File: src/rtl/ifetch_unit.sv
// Instruction fetch stage: PC, RVC length detect and a one-deep output register
// toward decode, reading a halfword-addressed instruction memory.
module ifetch_unit #(
   parameter logic [31:0] RESET_PC = 32'h0000_0000,
   parameter int unsigned IMEM_AW  = 10
) (
   input  logic               clk,
   input  logic               resetn,
   output logic               imem_ceb,
   output logic               imem_web,
   output logic [IMEM_AW-1:0] imem_addr,
   input  logic [31:0]        imem_rdata,
   input  logic               redirect_valid,
   input  logic [31:0]        redirect_pc,
   output logic               inst_valid,
   input  logic               inst_ready,
   output logic [31:0]        inst,
   output logic [31:0]        inst_pc,
   output logic               inst_rvc
);

   typedef enum logic {
      S_IDLE,
      S_WAIT
   } state_e;

   state_e      state_q, state_d;
   logic [31:0] fetch_pc_q, fetch_pc_d;
   logic [31:0] resp_pc_q, resp_pc_d;
   logic        valid_q, valid_d;
   logic [31:0] inst_q, inst_d;
   logic [31:0] inst_pc_q, inst_pc_d;
   logic        rvc_q, rvc_d;

   logic        blocked;
   logic        rd_rvc;
   logic        issue;
   logic [31:0] issue_pc;
   logic [31:0] redir_pc;
   logic [31:0] next_pc;
   logic        unused_bits;

   assign blocked  = valid_q & ~inst_ready;
   assign rd_rvc   = (imem_rdata[1:0] != 2'b11);
   assign redir_pc = {redirect_pc[31:1], 1'b0};
   assign next_pc  = resp_pc_q + (rd_rvc ? 32'd2 : 32'd4);

   always_comb begin
      state_d    = state_q;
      fetch_pc_d = fetch_pc_q;
      resp_pc_d  = resp_pc_q;
      valid_d    = valid_q & ~inst_ready;
      inst_d     = inst_q;
      inst_pc_d  = inst_pc_q;
      rvc_d      = rvc_q;
      issue      = 1'b0;
      issue_pc   = fetch_pc_q;
      if (redirect_valid) begin
         valid_d    = 1'b0;
         issue      = 1'b1;
         issue_pc   = redir_pc;
         resp_pc_d  = redir_pc;
         fetch_pc_d = redir_pc;
         state_d    = S_WAIT;
      end else begin
         unique case (state_q)
            S_IDLE: begin
               if (!blocked) begin
                  issue     = 1'b1;
                  issue_pc  = fetch_pc_q;
                  resp_pc_d = fetch_pc_q;
                  state_d   = S_WAIT;
               end
            end
            S_WAIT: begin
               if (!blocked) begin
                  valid_d   = 1'b1;
                  inst_d    = rd_rvc ? {16'h0, imem_rdata[15:0]}
                                     : imem_rdata;
                  inst_pc_d = resp_pc_q;
                  rvc_d     = rd_rvc;
                  // chain the next read off this response's length
                  issue     = 1'b1;
                  issue_pc  = next_pc;
                  resp_pc_d = next_pc;
               end else begin
                  // response dropped; re-read it once decode drains
                  fetch_pc_d = resp_pc_q;
                  state_d    = S_IDLE;
               end
            end
            default: state_d = S_IDLE;
         endcase
      end
   end

   always_ff @(posedge clk) begin
      if (!resetn) begin
         state_q    <= S_IDLE;
         fetch_pc_q <= RESET_PC;
         resp_pc_q  <= RESET_PC;
         valid_q    <= 1'b0;
         inst_q     <= 32'h0;
         inst_pc_q  <= 32'h0;
         rvc_q      <= 1'b0;
      end else begin
         state_q    <= state_d;
         fetch_pc_q <= fetch_pc_d;
         resp_pc_q  <= resp_pc_d;
         valid_q    <= valid_d;
         inst_q     <= inst_d;
         inst_pc_q  <= inst_pc_d;
         rvc_q      <= rvc_d;
      end
   end

   assign imem_ceb  = ~(issue & resetn);
   assign imem_web  = 1'b1;
   assign imem_addr = issue_pc[IMEM_AW:1];

   assign inst_valid = valid_q;
   assign inst       = inst_q;
   assign inst_pc    = inst_pc_q;
   assign inst_rvc   = rvc_q;

   assign unused_bits = ^{redirect_pc[0], issue_pc[31:IMEM_AW+1],
                          issue_pc[0]};

endmodule

File: config.mk
export PLATFORM = sky130hd
export DESIGN_NAME = ifetch_unit
export DESIGN_NICKNAME = d
export VERILOG_FILES = /design/src/rtl/ifetch_unit.sv
export SDC_FILE = /design/constraint.sdc
export NUM_CORES = 1
export LEC_CHECK = 0
export BUFFER_PORTS_ARGS = -buffer_cell sky130_fd_sc_hd__buf_2
export CAP_MARGIN = 10
export CORE_MARGIN = 1
export CORE_UTILIZATION = 51
export CTS_CLUSTER_SIZE = 12
export DETAILED_ROUTE_END_ITERATION = 7
export GPL_TIMING_DRIVEN = 0
export PLACE_DENSITY = 0.76
export SLEW_MARGIN = 20
export SYNTH_ARGS = -nofsm -noshare
export SYNTH_HDL_FRONTEND = slang
export SYNTH_SLANG_ARGS = --single-unit
File: constraint.sdc
create_clock -name clk -period 2.3 [get_ports clk]
set_input_delay 0.23 -clock clk [delete_from_list [all_inputs] [get_ports clk]]
set_output_delay 0.23 -clock clk [all_outputs]
set_load 0.01 [all_outputs]
==> summary by stage <==
Clock network
The later pin in the worst-skew pair is clocked with a latency of 0.43 ns. The maximum clock insertion buffer count is 2. Counting every sink on the clock net gives 131.

The post-CTS clock slew at the launch and capture registers of the worst setup and hold paths is 0.06 ns. The maximum level of the CTS H-tree is 4. The TritonCTS clock tree is yes. Buffers inserted to repair hold after CTS numbered 0. The clock root buffer is sky130_fd_sc_hd__clkbuf_16. The number of buffers created by CTS is 17.

Floorplanning
For this configuration, the core starts out at a cell density of 52.2%. The height of the die is 115 µm. The row count is 41. The number of primary I/O pins is 146. The standard cell core area is 12600 µm². The floorplan die area is 13300 µm².

In this run the horizontal extent of the chip is 115 µm.

Yosys
Counting flops and latches in the post-synthesis netlist gives 131. In the synthesized netlist the async set-or-reset flop fraction comes to 0%. Among all flip-flop cells after synthesis, the most frequent one is sky130_fd_sc_hd__dfxtp_1. Summed over all instances, the cell type with the most area after synthesis is sky130_fd_sc_hd__dfxtp_1.

The synthesized design devotes to its leading area cell type 40.0% of total area. Dividing the synthesized area by the synthesized cell count gives 7.52 µm². The Yosys step of the flow raised 0 warnings.

The combined area of all synthesized cells is 6560 µm². Counting distinct cell types in the post-synthesis netlist gives 58. The number of nets produced by synthesis is 942. Summing the sequential cell areas from Yosys gives 40.0% of the chip area.

The number of instances in the synthesized netlist is 873. The number of enable-type register cells in the synthesized netlist is 0. After synthesis, the cell types taking the most area are sky130_fd_sc_hd__dfxtp_1, sky130_fd_sc_hd__nand2_1, sky130_fd_sc_hd__a21oi_1.

Cells and area
The share of cells above drive strength 1 is 22.5%. Leaving out fill and tap cells, the most frequent cell in the layout is sky130_fd_sc_hd__nand2_1. Counting the fill cells in the layout gives 1150. The library cells used most frequently in the layout, excluding fill and tap cells, are sky130_fd_sc_hd__nand2_1, sky130_fd_sc_hd__buf_2, sky130_fd_sc_hd__dfxtp_1. Compared with the post-synthesis result, the final layout area differs by 25.8%. The final cell utilization of the core is 65.7%.

The antenna diode instance count is 0. The net count of the finished layout is 1107.

STA
Clock skew on the completed layout was measured at 0.00524 ns. The minimum clock period after layout is 2.35 ns. The total count of max-transition violations in the final report is 0. Setup repair after global routing could not meet its margin everywhere. The number of failing hold endpoints at the final stage came to 0.

At the pin with the least slew margin, the transition time is 0.873 ns. The setup slack after layout is -0.0458 ns. The final-report setup violation count is 3. Headroom to the max-slew limit came out at 41.6%.

Setup total negative slack on the finished layout was measured at -0.0705 ns. The share of the cycle needed by the critical path after routing is 102%. Timing would allow up to 0.426 GHz.

Global routing
The initial antenna violation count was 0. The number of global-route vias before repair was 6270. Across every metal layer, demand over resource in global routing totals 32.6%. After global routing the overflow that remains totals 0. Entering global routing, the biggest net connects 20 pins. The global-route wire length before repair is 32800 µm.

Placed design
The detailed-placement wirelength estimate is 14900 µm. The count of buffers added on input and output ports is 141. The weighted congestion reported at the end of routability-driven placement is 0.909.

Pwr
Dividing total power by cell area gives a power density of 716 nW/µm². The static leakage is 3.56 nW. IR analysis of the VDD net gives a maximum drop of 0.389 mV.

Route
In the routed design, unresolved DRC markers number 0. Before antenna repair, the detailed router went through 6 iterations. Dividing the detail-routed wire length by the instance count gives 17.9 µm.

The ratio of routed vias to standard cells is 5.83. The routed via count is 7124. The number of violations reported at the end of detailed-routing iteration 0 is 694. After detailed routing, the total wire length is 21800 µm.

The post-route antenna net violation count is 0.

Worst setup path
The sort of element at the start of the critical path is a flip-flop. The maximum fanout count along the critical path is 10. For the worst setup path, the data required time is 2.65 ns. The element type at the critical path end is a flip-flop. The start-to-end type of the worst setup path is reg2reg. The arrival time reported for the critical path endpoint is 2.69 ns.

Run
The number of max-capacitance violations reported is 0.

Worst hold path
The type of the most critical hold path is in2reg.

Run status
The run finished, with violations left. The checks that failed: setup timing.
==> worst paths after layout <==
kind                                startpoint           end  slack (ns)  cells past startpoint
worst max-delay path                   state_q  resp_pc_q[1]       -0.05                      6
worst min-delay path            imem_rdata[14]      inst[14]        0.04                      3
worst max register to register         state_q  resp_pc_q[1]       -0.05                      6
worst min register to register        inst[18]      inst[18]        0.45                      2
==> layer usage <==
layer	share of wire [%]	vias up	routed length [µm]	global-route usage (%)
met4	3.7	0	812	16.5
met2	46	389	9970	51.8
li1	-	3371	-	-
met5	0	-	0	0
met1	41	3284	8950	41.9
met3	9.5	80	2080	6.80
==> where the power goes <==
group,internal [mW],switching (mW)
Sequential,2.37,0.0792
Combinational,0.294,0.494
Clock,1.67,1.01
==> stage by stage <==
stage	cells	instance area [µm²]	setup WS (ns)	power (mW)	hold WS, ns
final	1222	8250	-0.0458	5.91	0.0377
after global routing	1222	8250	-0.101	6.08	0.0487
after CTS	1218	8150	0.00829	5.86	0.0355
after detailed placement	1186	7480	-0.372	3.21	0.442
after global placement	1186	7480	-0.339	3.20	0.436
after floorplan	873	6560	0.204	2.94	0.366
==> state kept, by name, summed over array words and instances, names as in the netlist, named ones only <==
| register | cells |
|---|---|
| inst_pc | 32 |
| fetch_pc_q | 32 |
| inst_rvc | 1 |
| inst | 32 |
| state_q | 1 |
| inst_valid | 1 |
| resp_pc_q | 31 |
==> logic make-up (layout without fill, tap and decap cells) <==
group	count (synthesis)	in the layout	synth area share, %
simple gates	342	342	23.3
fa+ha+maj	1	1	0.191
mux	37	37	5.64
xor+xnor	11	11	1.47
flops	131	131	40.0
other cells	1	1	0.0572
compound gates	256	256	23.4
buf+inv	94	271	6.03
==> layout make-up <==
cell class              instances  area (µm²)  area share, %
clock buffers                  22         474           5.75
repair buffers                150         773           9.37
clock inverters                 9         105           1.27
multi-input cells             648        3650           44.2
flip-flops and latches        131        2630           31.9
inverters                      15        56.3          0.682
plain buffers                  75         350           4.24
well taps                     172         215           2.61
==> synthesized netlist by cell type (all sizes together), types with 3 or more instances <==
master / count
a21oi: 124
dfxtp: 131
nor4: 4
xor2: 8
o31ai: 17
a31oi: 11
and2: 6
or3: 6
o31a: 4
inv: 14
or4: 3
clkbuf: 53
and3: 10
buf: 26
o211ai: 3
nor3: 14
nand4: 10
mux2i: 37
o21a: 26
nor2: 81
nand3: 26
o221a: 3
nand2: 173
a211oi: 8
a41oi: 3
xnor2: 3
o21ai: 44
==> critical path, stage by stage (launching register included) <==
cell and delay, ns:
sky130_fd_sc_hd__dfxtp_1 0.36, sky130_fd_sc_hd__inv_2 0.23, sky130_fd_sc_hd__clkbuf_1 0.62, sky130_fd_sc_hd__nand2_1 0.33, sky130_fd_sc_hd__o21ai_0 0.38, sky130_fd_sc_hd__o21ai_0 0.15, sky130_fd_sc_hd__a21oi_1 0.20
==> what timing repair did <==
item	in CTS	in global routing
gates resized for setup	23	25
setup endpoints to repair	16	56
pin swaps	5	9
buffers inserted	5	4
Note: power is estimated with default switching activity, not from simulation.
